==> config.mk <==
export PLATFORM = sky130hd
export DESIGN_NAME = slc3_mem_bridge
export DESIGN_NICKNAME = d
export VERILOG_FILES = /design/src/rtl/slc3_bridge_pkg.sv /design/src/rtl/hex_seg7.sv /design/src/rtl/slc3_mem_bridge.sv
export SDC_FILE = /design/constraint.sdc
export NUM_CORES = 1
export LEC_CHECK = 0
export BUFFER_PORTS_ARGS = -buffer_cell sky130_fd_sc_hd__buf_2
export CORE_MARGIN = 8
export CORE_UTILIZATION = 35
export CTS_CLUSTER_DIAMETER = 60
export DETAILED_ROUTE_END_ITERATION = 16
export PLACE_DENSITY_LB_ADDON = 0.3
export SLEW_MARGIN = 10
export SYNTH_ARGS = -nofsm -noshare
export SYNTH_HDL_FRONTEND = slang
export SYNTH_SLANG_ARGS = --single-unit
==> constraint.sdc <==
create_clock -name Clk -period 3.34 [get_ports Clk]
set_input_delay 0.334 -clock Clk [delete_from_list [all_inputs] [get_ports Clk]]
set_output_delay 0.334 -clock Clk [all_outputs]
set_load 0.02 [all_outputs]
==> src/rtl/slc3_bridge_pkg.sv <==
// Shared types and constants for the SLC-3 memory/I-O bridge.
package slc3_bridge_pkg;

  typedef enum logic [2:0] {
    IDLE,
    MEM_WR,
    MEM_RD,
    IO,
    DONE,
    HOLD
  } bridge_state_t;

  localparam logic [15:0] IO_ADDR_DEF = 16'hFFFF;

  // Active-low gfedcba glyphs for hex digits 0-F
  localparam logic [6:0] SEG7_GLYPH [16] = '{
    7'b1000000, 7'b1111001, 7'b0100100, 7'b0110000,
    7'b0011001, 7'b0010010, 7'b0000010, 7'b1111000,
    7'b0000000, 7'b0010000, 7'b0001000, 7'b0000011,
    7'b1000110, 7'b0100001, 7'b0000110, 7'b0001110
  };

endpackage

==> src/rtl/hex_seg7.sv <==
// Combinational hex nibble to active-low 7-segment decoder.
module hex_seg7
  import slc3_bridge_pkg::*;
(
  input  logic [3:0] nib,
  output logic [6:0] seg
);

  assign seg = SEG7_GLYPH[nib];

endmodule

==> src/rtl/slc3_mem_bridge.sv <==
// SLC-3 core bus to synchronous memory bridge with ready handshake,
// configurable read latency and a memory-mapped switch/hex I/O register.
module slc3_mem_bridge
  import slc3_bridge_pkg::*;
#(
  parameter int                DATA_W     = 16,
  parameter int                ADDR_W     = 16,
  parameter int                MEM_AW     = 10,
  parameter int                MEM_LAT    = 2,
  parameter int                SW_W       = 10,
  parameter int                HEX_DIGITS = 4,
  parameter logic [ADDR_W-1:0] IO_ADDR    = ADDR_W'(IO_ADDR_DEF)
) (
  input  logic                    Clk,
  input  logic                    Reset,
  input  logic                    cpu_oe,
  input  logic                    cpu_we,
  input  logic [ADDR_W-1:0]       cpu_addr,
  input  logic [DATA_W-1:0]       cpu_wdata,
  output logic [DATA_W-1:0]       cpu_rdata,
  output logic                    cpu_ready,
  output logic [MEM_AW-1:0]       mem_addr,
  output logic [DATA_W-1:0]       mem_wdata,
  output logic                    mem_rden,
  output logic                    mem_wren,
  input  logic [DATA_W-1:0]       mem_rdata,
  input  logic [SW_W-1:0]         SW,
  output logic [7*HEX_DIGITS-1:0] HEX
);

  localparam int CNT_W = (MEM_LAT > 1) ? $clog2(MEM_LAT) : 1;
  localparam int HEX_W = 4 * HEX_DIGITS;

  bridge_state_t      state;
  logic [CNT_W-1:0]   wait_cnt;
  logic               is_wr;
  logic [HEX_W-1:0]   hex_reg;
  logic [SW_W-1:0]    sw_meta;
  logic [SW_W-1:0]    sw_sync;

  always_ff @(posedge Clk or posedge Reset) begin
    if (Reset) begin
      state     <= IDLE;
      wait_cnt  <= '0;
      is_wr     <= 1'b0;
      cpu_ready <= 1'b0;
      cpu_rdata <= '0;
      mem_rden  <= 1'b0;
      mem_wren  <= 1'b0;
      mem_addr  <= '0;
      mem_wdata <= '0;
      hex_reg   <= '0;
      sw_meta   <= '0;
      sw_sync   <= '0;
    end else begin
      sw_meta   <= SW;
      sw_sync   <= sw_meta;
      // Strobes and ready are single-cycle pulses unless set below
      cpu_ready <= 1'b0;
      mem_rden  <= 1'b0;
      mem_wren  <= 1'b0;
      case (state)
        IDLE: begin
          if (cpu_we || cpu_oe) begin
            mem_addr  <= cpu_addr[MEM_AW-1:0];
            mem_wdata <= cpu_wdata;
            is_wr     <= cpu_we;
            if (cpu_addr == IO_ADDR) begin
              state <= IO;
            end else if (cpu_we) begin
              state    <= MEM_WR;
              mem_wren <= 1'b1;
            end else begin
              state    <= MEM_RD;
              mem_rden <= 1'b1;
              wait_cnt <= CNT_W'(MEM_LAT - 1);
            end
          end
        end
        MEM_WR: state <= DONE;
        MEM_RD: begin
          if (wait_cnt != '0) begin
            wait_cnt <= wait_cnt - 1'b1;
          end else begin
            cpu_rdata <= mem_rdata;
            state     <= DONE;
          end
        end
        IO: begin
          // The captured write data doubles as the I/O write payload
          if (is_wr) hex_reg <= mem_wdata[HEX_W-1:0];
          else       cpu_rdata <= DATA_W'(sw_sync);
          state <= DONE;
        end
        DONE: begin
          cpu_ready <= 1'b1;
          state     <= HOLD;
        end
        HOLD: begin
          // One access per strobe assertion: wait for the core to let go
          if (!cpu_oe && !cpu_we) state <= IDLE;
        end
        default: state <= IDLE;
      endcase
    end
  end

  for (genvar i = 0; i < HEX_DIGITS; i++) begin : g_digit
    hex_seg7 u_seg (
      .nib (hex_reg[4*i +: 4]),
      .seg (HEX[7*i +: 7])
    );
  end

endmodule

# == Yosys cells after proc, flatten, opt, wreduce, memory -nomap -nowiden ==
# Memory sizes are Yosys's and may differ from the RTL's.
# Index checks and enable logic that the tools add are counted.
# op_classes
multipliers,0
div,0
n_lt_le_gt_ge,4
shifts,0
eq_ne,12
n_reduce_logical,13
add_sub_neg,1
n_bitwise,4
mux,31
# ops
operator,count
2-to-1 mux 7 bit,8
2-to-1 mux 16 bit,2
case mux 16 bit (2 select lines),1
greater-or-equal comparator 5 bit (second input constant),4
NOT 4 -> 5 bit,4
== test 16 bit (second input constant),1
case mux 3 bit (5 select lines),1
2-to-1 mux 1 bit,13
inequality test 2 bit (second input constant),6
2-to-1 mux 3 bit,3
== test 3 x 2 -> 1 bit (second input constant),2
== test 3 bit (second input constant),2
AND reduction 3 bit,2
2-to-1 mux 2 bit,2
AND reduction 2 bit,2
AND reduction 4 bit,1
nonzero test 2 bit,2
== test 3 x 1 -> 1 bit (second input constant),1
logical NOT 3 bit,1
logical NOT 1 bit,2
case mux 1 bit (2 select lines),1
OR reduction 2 bit,1
logical AND 1 bit,1
logical OR 1 bit,1
subtractor 1 bit (second input constant),1
# totals
rom_bits,448
ramBits,0
register_bits,86
wordCells,81
mem_count,4
latch_bits,0
input_bits,62
# memory_table
memory,words,width,rd,rd_ports_with_merged_regs,wr,line_no,rtl
(no name shown),16,7,1,0,0,hex_seg7.sv:9,assign seg = SEG7_GLYPH[nib];
(no name shown),16,7,1,0,0,hex_seg7.sv:9,
(no name shown),16,7,1,0,0,hex_seg7.sv:9,
(no name shown),16,7,1,0,0,hex_seg7.sv:9,

# == Logic depth before layout (Yosys ltp) ==
# Gate-level depths: netlist of the first run.
# depth
ltp_word,4
depth_mapped,6
mapped_depth_nobuf,5

# == By module ==
# A second synthesis of the first run with hierarchy kept.
# hier_totals
cells_unflattened,330
hier_area_um2,4409.2
# by_module_without_submodules
mod,area_per_inst_um2,seq_area_each_um2,cells_each,instances
slc3_mem_bridge,3326.9,2152.1,199,1
hex_seg7 at g_digit[0].u_seg ...,269.0,0.0,33,3
hex_seg7 at g_digit[1].u_seg,275.3,0.0,32,1

# == Worst setup path before layout of the first run ==
# Ideal clock, no wire load.
# synth_timing
path_type,flip-flop to output port
startpoint,register hex_reg[1]
endpoint,output port HEX[0]
path_stages_with_launch,6
t_arrival_ps,1440
slack_ps,1566
path_cell_list,dfrtp_1 -> inv_1 -> ha_1 -> nor2b_1 -> or3b_2 -> o21ai_0
# synth_via
elab_chain_len,4
# synth_rtl
element,line_no,rtl
"start, declared",slc3_mem_bridge.sv:37,logic [HEX_W-1:0] hex_reg;
"start signal, assigned",slc3_mem_bridge.sv:91,if (is_wr) hex_reg <= mem_wdata[HEX_W-1:0];
NOT 4 -> 5 bit (implied by the code),hex_seg7.sv:9,
memory read (16 x 7 bit),n/a,
2-to-1 mux 7 bit (implied by the code) (2 in a row),hex_seg7.sv:9,
"end, declared",slc3_mem_bridge.sv:28,output logic [7*HEX_DIGITS-1:0] HEX
# No other way between the ends. The select of a mux whose other input is x is not followed.

# == Final worst setup path of the first run ==
# Same ends and word-level chain as after synthesis.

==> impl_metrics.py, run 1 <==
metrics = {
    "global_route": {
        "grt_antenna_before_repair": 0,
        "global_route_wire_length_before_repair_microns": 16200,
        "gr-total-overflow": 0,
        "grt_start_max_net_pins": 87,
        "grt_pass1_vias": 3208,
        "grtUsageTotal": 0.125,
    },
    "power": {
        "internal_power_contribution_mw": 3.10,
        "leakage_nw": 2.57,
        "clock_power_share": 0.197,
        "vdd_ir_drop_max_v": 0.000357,
        "power_density_nw_per_um2": 993,
        "switchingPower_mw": 2.17,
        "netSwitchingFraction": 0.412,
        "combinationalPowerShare": 0.454,
        "report.power.total_mw": 5.27,
        "pwr-share-seq": 0.348,
    },
    "floorplanning": {
        "floorplan.initialDensity": 0.353,
        "pin_count": 135,
        "die_outline_area_sq_um": 15700,
        "die_width_microns": 125,
        "core_area_sq_um": 11900,
        "die_height_microns": 125,
        "placement_rows": 40,
    },
    "clocking": {
        "post_cts_buffers": 0,
        "cts_root_cell": "sky130_fd_sc_hd__clkbuf_16",
        "clockBufferDepth": 2,
        "tritoncts": "yes",
        "cts_hold_repair.buffers": 0,
        "worst_setup_hold_path_clk_slew_ns": 0.06,
        "numCtsBuffers": 9,
        "cts_num_sinks": 86,
        "cts_max_level": 3,
        "clock_insertion_delay_worst_skew_ns": 0.33,
        "cts_resized": 0,
    },
    "synthesis": {
        "post_synthesis_sequential_element_count": 86,
        "synth-xor-area-share": 0,
        "synth_warnings": 0,
        "synth_top_family_by_area": "multiplexers",
        "synth_nets": 413,
        "synth_flop_cell": "sky130_fd_sc_hd__dfrtp_1",
        "synth_edf_count": 0,
        "syn_area_per_cell_sq_um": 12.8,
        "async_reset_ff_frac": 1.00,
        "postSynthCellCount": 327,
        "post_synth_num_cell_types": 42,
        "synth.area.mux_share": 0.219,
        "register_area_share_after_synthesis": 0.514,
        "mappedNetlistArea_sq_um": 4190,
        "post_synth_and_or_nand_nor_area_fraction": 0.0785,
        "synth_fa_ha_area_frac": 0.0717,
        "synth_area_in_compound_gates": 0.0854,
    },
    "cells_and_area": {
        "final_antenna_diode_count": 0,
        "postLayoutCoreUtil": 0.447,
        "num-nets-final": 546,
        "final_area_sq_um": 5310,
        "leading_cell_type_in_the_layout_fill_and_taps_excluded": "sky130_fd_sc_hd__buf_2",
        "share_of_post_route_cells_with_drive_strength_above_1": 0.470,
        "flow.area_growth_from_synthesis_pct": 26.6,
        "fillerInstances": 1132,
        "area.sequential_sq_um": 2150,
        "layout.cells.most_common_list": "sky130_fd_sc_hd__buf_2 (134), sky130_fd_sc_hd__dfrtp_1 (86), sky130_fd_sc_hd__mux2_2 (60)",
        "multi_input_area_sq_um": 1900,
    },
    "min_path": {
        "hold_path.class": "input pin to async pin",
    },
    "timing": {
        "report.final.setup_viol": 0,
        "fin_crit_sh": 0.668,
        "rsz0062_at_grt": "false",
        "maxSlewHeadroom": 0.445,
        "slew_viol_final": 0,
        "setup_ws_ns": 1.11,
        "hold_vio_cnt_final": 0,
        "min_period_ns": 2.23,
        "timing_worst_slew_pin_value_ns": 0.824,
        "maxClockFrequency_mhz": 448,
        "finClkSkew_ns": 0.00938,
        "setup-tns-final_ns": 0,
    },
    "worst_setup_path": {
        "worstSetupStartpointType": "register",
        "critical_path_class": "register to output port",
        "endpoint_kind": "output port",
        "timing.critical_path.fanout_max": 7,
        "r2r.worst_path.cells": 4,
        "cp_data_arrival_time_ns": 1.90,
        "r2r_setup_slk_ns": 1.15,
        "worst_ep_required_time_ns": 3.01,
    },
    "placed_design": {
        "io_buffers": 134,
        "placement.cell_area_sq_um": 5000,
        "preCtsSetupSlack_ns": 1.12,
        "place.gp.congestion": 0.822,
        "dp.final_hpwl_microns": 7310,
    },
    "detailed_routing": {
        "route.final.wire_length_microns": 9580,
        "vias_per_cell": 4.82,
        "num_vias": 2943,
        "avgRoutedWirePerCell_microns": 15.7,
        "detailedRoute.firstPassIterationCount": 4,
        "initialDrtViolationCount": 69,
        "post-route-drc-count": 0,
        "drt.antenna.violating_nets": 0,
    },
    "flow_run": {
        "max_cap_violations": 0,
    },
    "run_status": {
        "run_status": "completed",
    },
}
[metal layers]
metal  part of all wire  track usage
met3              0.081       0.0531
met4             0.0074       0.0301
met1               0.45        0.154
met2               0.46        0.199
met5                  0            0
[cell usage after synthesis, types with 3 or more instances]
cell                        n  area [sq um]
sky130_fd_sc_hd__a21oi_1    5          25.0
sky130_fd_sc_hd__a22o_1     9          78.8
sky130_fd_sc_hd__and2_1     3          18.8
sky130_fd_sc_hd__buf_2      3          15.0
sky130_fd_sc_hd__buf_6      3          33.8
sky130_fd_sc_hd__clkbuf_1   5          18.8
sky130_fd_sc_hd__dfrtp_1   86          2150
sky130_fd_sc_hd__ha_1      24           300
sky130_fd_sc_hd__inv_1     13          48.8
sky130_fd_sc_hd__mux2_2    60           676
sky130_fd_sc_hd__mux2i_1   15           150
sky130_fd_sc_hd__mux4_2     3          67.6
sky130_fd_sc_hd__nand2_1    8          30.0
sky130_fd_sc_hd__nand2b_1   5          31.3
sky130_fd_sc_hd__nand3_1    4          20.0
sky130_fd_sc_hd__nand4_1    4          25.0
sky130_fd_sc_hd__nor2_1    16          60.1
sky130_fd_sc_hd__nor2b_1    5          31.3
sky130_fd_sc_hd__nor3_1     3          15.0
sky130_fd_sc_hd__o21ai_0   21           105
[final timing paths]
check | startpoint | endpoint
worst max-delay path | hex_reg[1]$_DFFE_PP0P_ | HEX[0]
worst min-delay path | Reset | mem_addr[7]$_DFFE_PP0P_
worst max register to register | state[0]$_DFFE_PP0P_ | mem_wdata[15]$_DFFE_PP0P_
worst min register to register | sw_meta[1]$_DFF_PP0_ | sw_sync[1]$_DFF_PP0_
max in group asynchronous | Reset | hex_reg[5]$_DFFE_PP0P_
min in group Clk | SW[9] | sw_meta[9]$_DFF_PP0_
[power by group through the flow]
stage          Sequential [mW]  Clock [mW]  Combinational, mW
4_1_cts                   1.84        1.07               2.45
2_1_floorplan             1.97           0               1.53
6_report                  1.84        1.04               2.39
3_5_place_dp              1.85           0               2.44
3_3_place_gp              1.83           0               2.39
5_1_grt                   1.91        1.11               2.62
[critical path: stages (launching register included)]
cell,delay (ns)
sky130_fd_sc_hd__dfrtp_1,0.45
sky130_fd_sc_hd__inv_1,0.13
sky130_fd_sc_hd__ha_1,0.21
sky130_fd_sc_hd__nor2b_1,0.07
sky130_fd_sc_hd__or3b_2,0.45
sky130_fd_sc_hd__o21ai_0,0.07
sky130_fd_sc_hd__buf_2,0.18
[final cells by class]
type	count	area share
Tap cell	147	0.0347
Sequential cell	86	0.406
Inverter	13	0.00943
Clock buffer	11	0.0439
Multi-Input combinational cell	214	0.359
Timing Repair Buffer	136	0.134
Clock inverter	4	0.0137
[metrics by stage]
stage	instances	hold WS (ns)
final	611	0.102
after global routing	611	0.0897
after CTS	611	0.0871
after detailed placement	596	0.335
after global placement	596	0.332
after floorplan	327	0.331
[cell families (layout without fill, tap and decap cells)]
family	Yosys count	count (layout)
compound gates	52	52
simple gates	58	58
fa+ha+maj	24	24
buf+inv	27	164
mux	80	80
flops	86	86
Power figures use the tool's default switching activity.
==> run 2: changes to the inputs <==
- clock period: 3.34 -> 1.9 ns (I/O delays scaled with it)
==> run 2 against run 1 <==
  * Worst setup slack lost 1.1 ns
  * Total power rose by 92%
  * Hold slack worse by 0.032 ns
  * Routed wire length grew 8.1%
  * Clock skew shrank 0.0031 ns
  * Via count grew 7.6%
  * Non-clock buffer count is 42 higher
  * The run now ends with negative setup slack left
  * Combinational power up 120%
  * Global-route usage increased by 0.97 points
  * Critical path type unchanged
  * First-iteration DRC count is 62% higher
  * Utilization grew 4.9 points
  * Clock power rose by 69%
==> impl_metrics.py, run 2 (same netlist as run 1, synthesis figures left out) <==
metrics = {
    "run_status": {
        "run_status": "finished, violations left",
        "failed_checks": "negative setup slack",
    },
    "floorplanning": {
        "die_outline_area_sq_um": 15700,
        "die_height_microns": 125,
        "placement_rows": 40,
        "pin_count": 135,
        "core_area_sq_um": 11900,
        "die_width_microns": 125,
        "floorplan.initialDensity": 0.353,
    },
    "cells_and_area": {
        "multi_input_area_sq_um": 2070,
        "layout.cells.most_common_list": "sky130_fd_sc_hd__buf_2 (126), sky130_fd_sc_hd__dfrtp_1 (79), sky130_fd_sc_hd__mux2_2 (60)",
        "num-nets-final": 588,
        "flow.area_growth_from_synthesis_pct": 40.6,
        "fillerInstances": 1084,
        "share_of_post_route_cells_with_drive_strength_above_1": 0.567,
        "leading_cell_type_in_the_layout_fill_and_taps_excluded": "sky130_fd_sc_hd__buf_2",
        "final_antenna_diode_count": 0,
        "area.sequential_sq_um": 2160,
        "final_area_sq_um": 5890,
    },
    "detailed_routing": {
        "detailedRoute.firstPassIterationCount": 4,
        "initialDrtViolationCount": 112,
        "post-route-drc-count": 0,
        "drt.antenna.violating_nets": 0,
        "avgRoutedWirePerCell_microns": 15.9,
        "route.final.wire_length_microns": 10400,
        "num_vias": 3166,
        "vias_per_cell": 4.85,
    },
    "power": {
        "internal_power_contribution_mw": 5.96,
        "pwr-share-seq": 0.308,
        "vdd_ir_drop_max_v": 0.000601,
        "netSwitchingFraction": 0.411,
        "combinationalPowerShare": 0.518,
        "report.power.total_mw": 10.1,
        "clock_power_share": 0.174,
        "power_density_nw_per_um2": 1720,
        "leakage_nw": 2.79,
        "switchingPower_mw": 4.17,
    },
    "placed_design": {
        "placement.cell_area_sq_um": 5110,
        "place.gp.congestion": 0.832,
        "dp.final_hpwl_microns": 7720,
        "io_buffers": 134,
    },
    "timing": {
        "finClkSkew_ns": 0.00625,
        "report.final.setup_viol": 2,
        "setup_ws_ns": -0.0271,
        "fin_crit_sh": 1.01,
        "rsz0062_at_grt": "true",
        "hold_vio_cnt_final": 0,
        "min_period_ns": 1.93,
        "maxSlewHeadroom": 0.556,
        "setup-tns-final_ns": -0.0300,
        "timing_worst_slew_pin_value_ns": 0.664,
        "hold_slack_ns": 0.0702,
        "slew_viol_final": 0,
        "maxClockFrequency_mhz": 519,
    },
    "global_route": {
        "gr-total-overflow": 0,
        "grt_pass1_vias": 3402,
        "global_route_wire_length_before_repair_microns": 17200,
        "grt_start_max_net_pins": 33,
        "grtUsageTotal": 0.135,
        "grt_antenna_before_repair": 1,
    },
    "worst_setup_path": {
        "worstReg2RegEnd": "mem_addr[2]$_DFFE_PP0P_",
        "critical_path.startpoint": "hex_reg[0]$_DFFE_PP0P_",
        "endpoint_kind": "output port",
        "endpoint": "HEX[3]",
        "cp_data_arrival_time_ns": 1.74,
        "worst_r2r_startpoint": "state[1]$_DFFE_PP0P_",
        "timing.critical_path.fanout_max": 4,
        "critical_path_class": "register to output port",
        "r2r_setup_slk_ns": 0.20,
        "worst_ep_required_time_ns": 1.71,
        "r2r.worst_path.cells": 4,
        "worstSetupStartpointType": "register",
    },
    "flow_run": {
        "max_cap_violations": 0,
    },
    "clocking": {
        "clock_insertion_delay_worst_skew_ns": 0.34,
        "tritoncts": "yes",
        "clockBufferDepth": 2,
        "worst_setup_hold_path_clk_slew_ns": 0.06,
        "cts_root_cell": "sky130_fd_sc_hd__clkbuf_16",
        "numCtsBuffers": 9,
        "cts_max_level": 3,
        "cts_num_sinks": 86,
    },
    "min_path": {
        "hold_path.class": "input pin to register",
    },
}
[run 2: how the worst min path moves through the flow]
stage,from,to,cells past startpoint
floorplan,SW[0],sw_meta[0]$_DFF_PP0_,0
global placement,SW[7],sw_meta[7]$_DFF_PP0_,1
detailed placement,SW[2],sw_meta[2]$_DFF_PP0_,1
CTS,mem_rdata[10],cpu_rdata[10]$_DFFE_PP0P_,2
global route,mem_rdata[10],cpu_rdata[10]$_DFFE_PP0P_,2
finish,mem_rdata[10],cpu_rdata[10]$_DFFE_PP0P_,2
[run 2: worst max-delay path, cell delays in order, from the launching register on]
cell	delay, ns
sky130_fd_sc_hd__dfrtp_2	0.45
sky130_fd_sc_hd__buf_4	0.17
sky130_fd_sc_hd__ha_4	0.16
sky130_fd_sc_hd__mux4_2	0.48
sky130_fd_sc_hd__buf_6	0.15
[run 2: power by group through the flow]
| stage | clock (mW) | sequential (mW) | combinational (mW) |
|---|---|---|---|
| after CTS | 1.82 | 3.12 | 5.03 |
| final | 1.76 | 3.12 | 5.25 |
| after global placement | 0 | 3.11 | 4.43 |
| after global routing | 1.91 | 3.23 | 5.69 |
| after detailed placement | 0 | 3.16 | 4.52 |
| after floorplan | 0 | 3.46 | 2.68 |
[run 2: per-layer routing]
layer  vias up  global-route usage  wire length, microns
met5         -                   0                    12
met4         2              0.0444                   161
met3        17              0.0667                   917
met2        94               0.225                  5010
met1      1533               0.147                  4250
li1       1520                   -                     -
[run 2: final cells by class]
cell class	count	share of cell area
clock buffers	9	0.0382
clock inverters	6	0.0119
inverters	13	0.0102
multi-input cells	214	0.351
flip-flops and latches	86	0.367
well taps	147	0.0312
repair buffers	178	0.190
[run 2: repair_timing]
item	4_1_cts	5_1_grt
pin swaps	1	6
resized for setup	40	28
setup endpoints to repair	11	15
hold buffers	11	0
hold endpoints to repair	35	0
buffers inserted	14	6
[run 2: per-stage QoR]
stage | instances | worst slack [ns] | utilization
4_1_cts | 647 | -0.0830 | 0.485
3_5_place_dp | 607 | 0.160 | 0.431
6_report | 653 | -0.0271 | 0.497
2_1_floorplan | 327 | 0.270 | -
5_1_grt | 653 | -0.0708 | 0.497
3_3_place_gp | 607 | 0.214 | 0.431
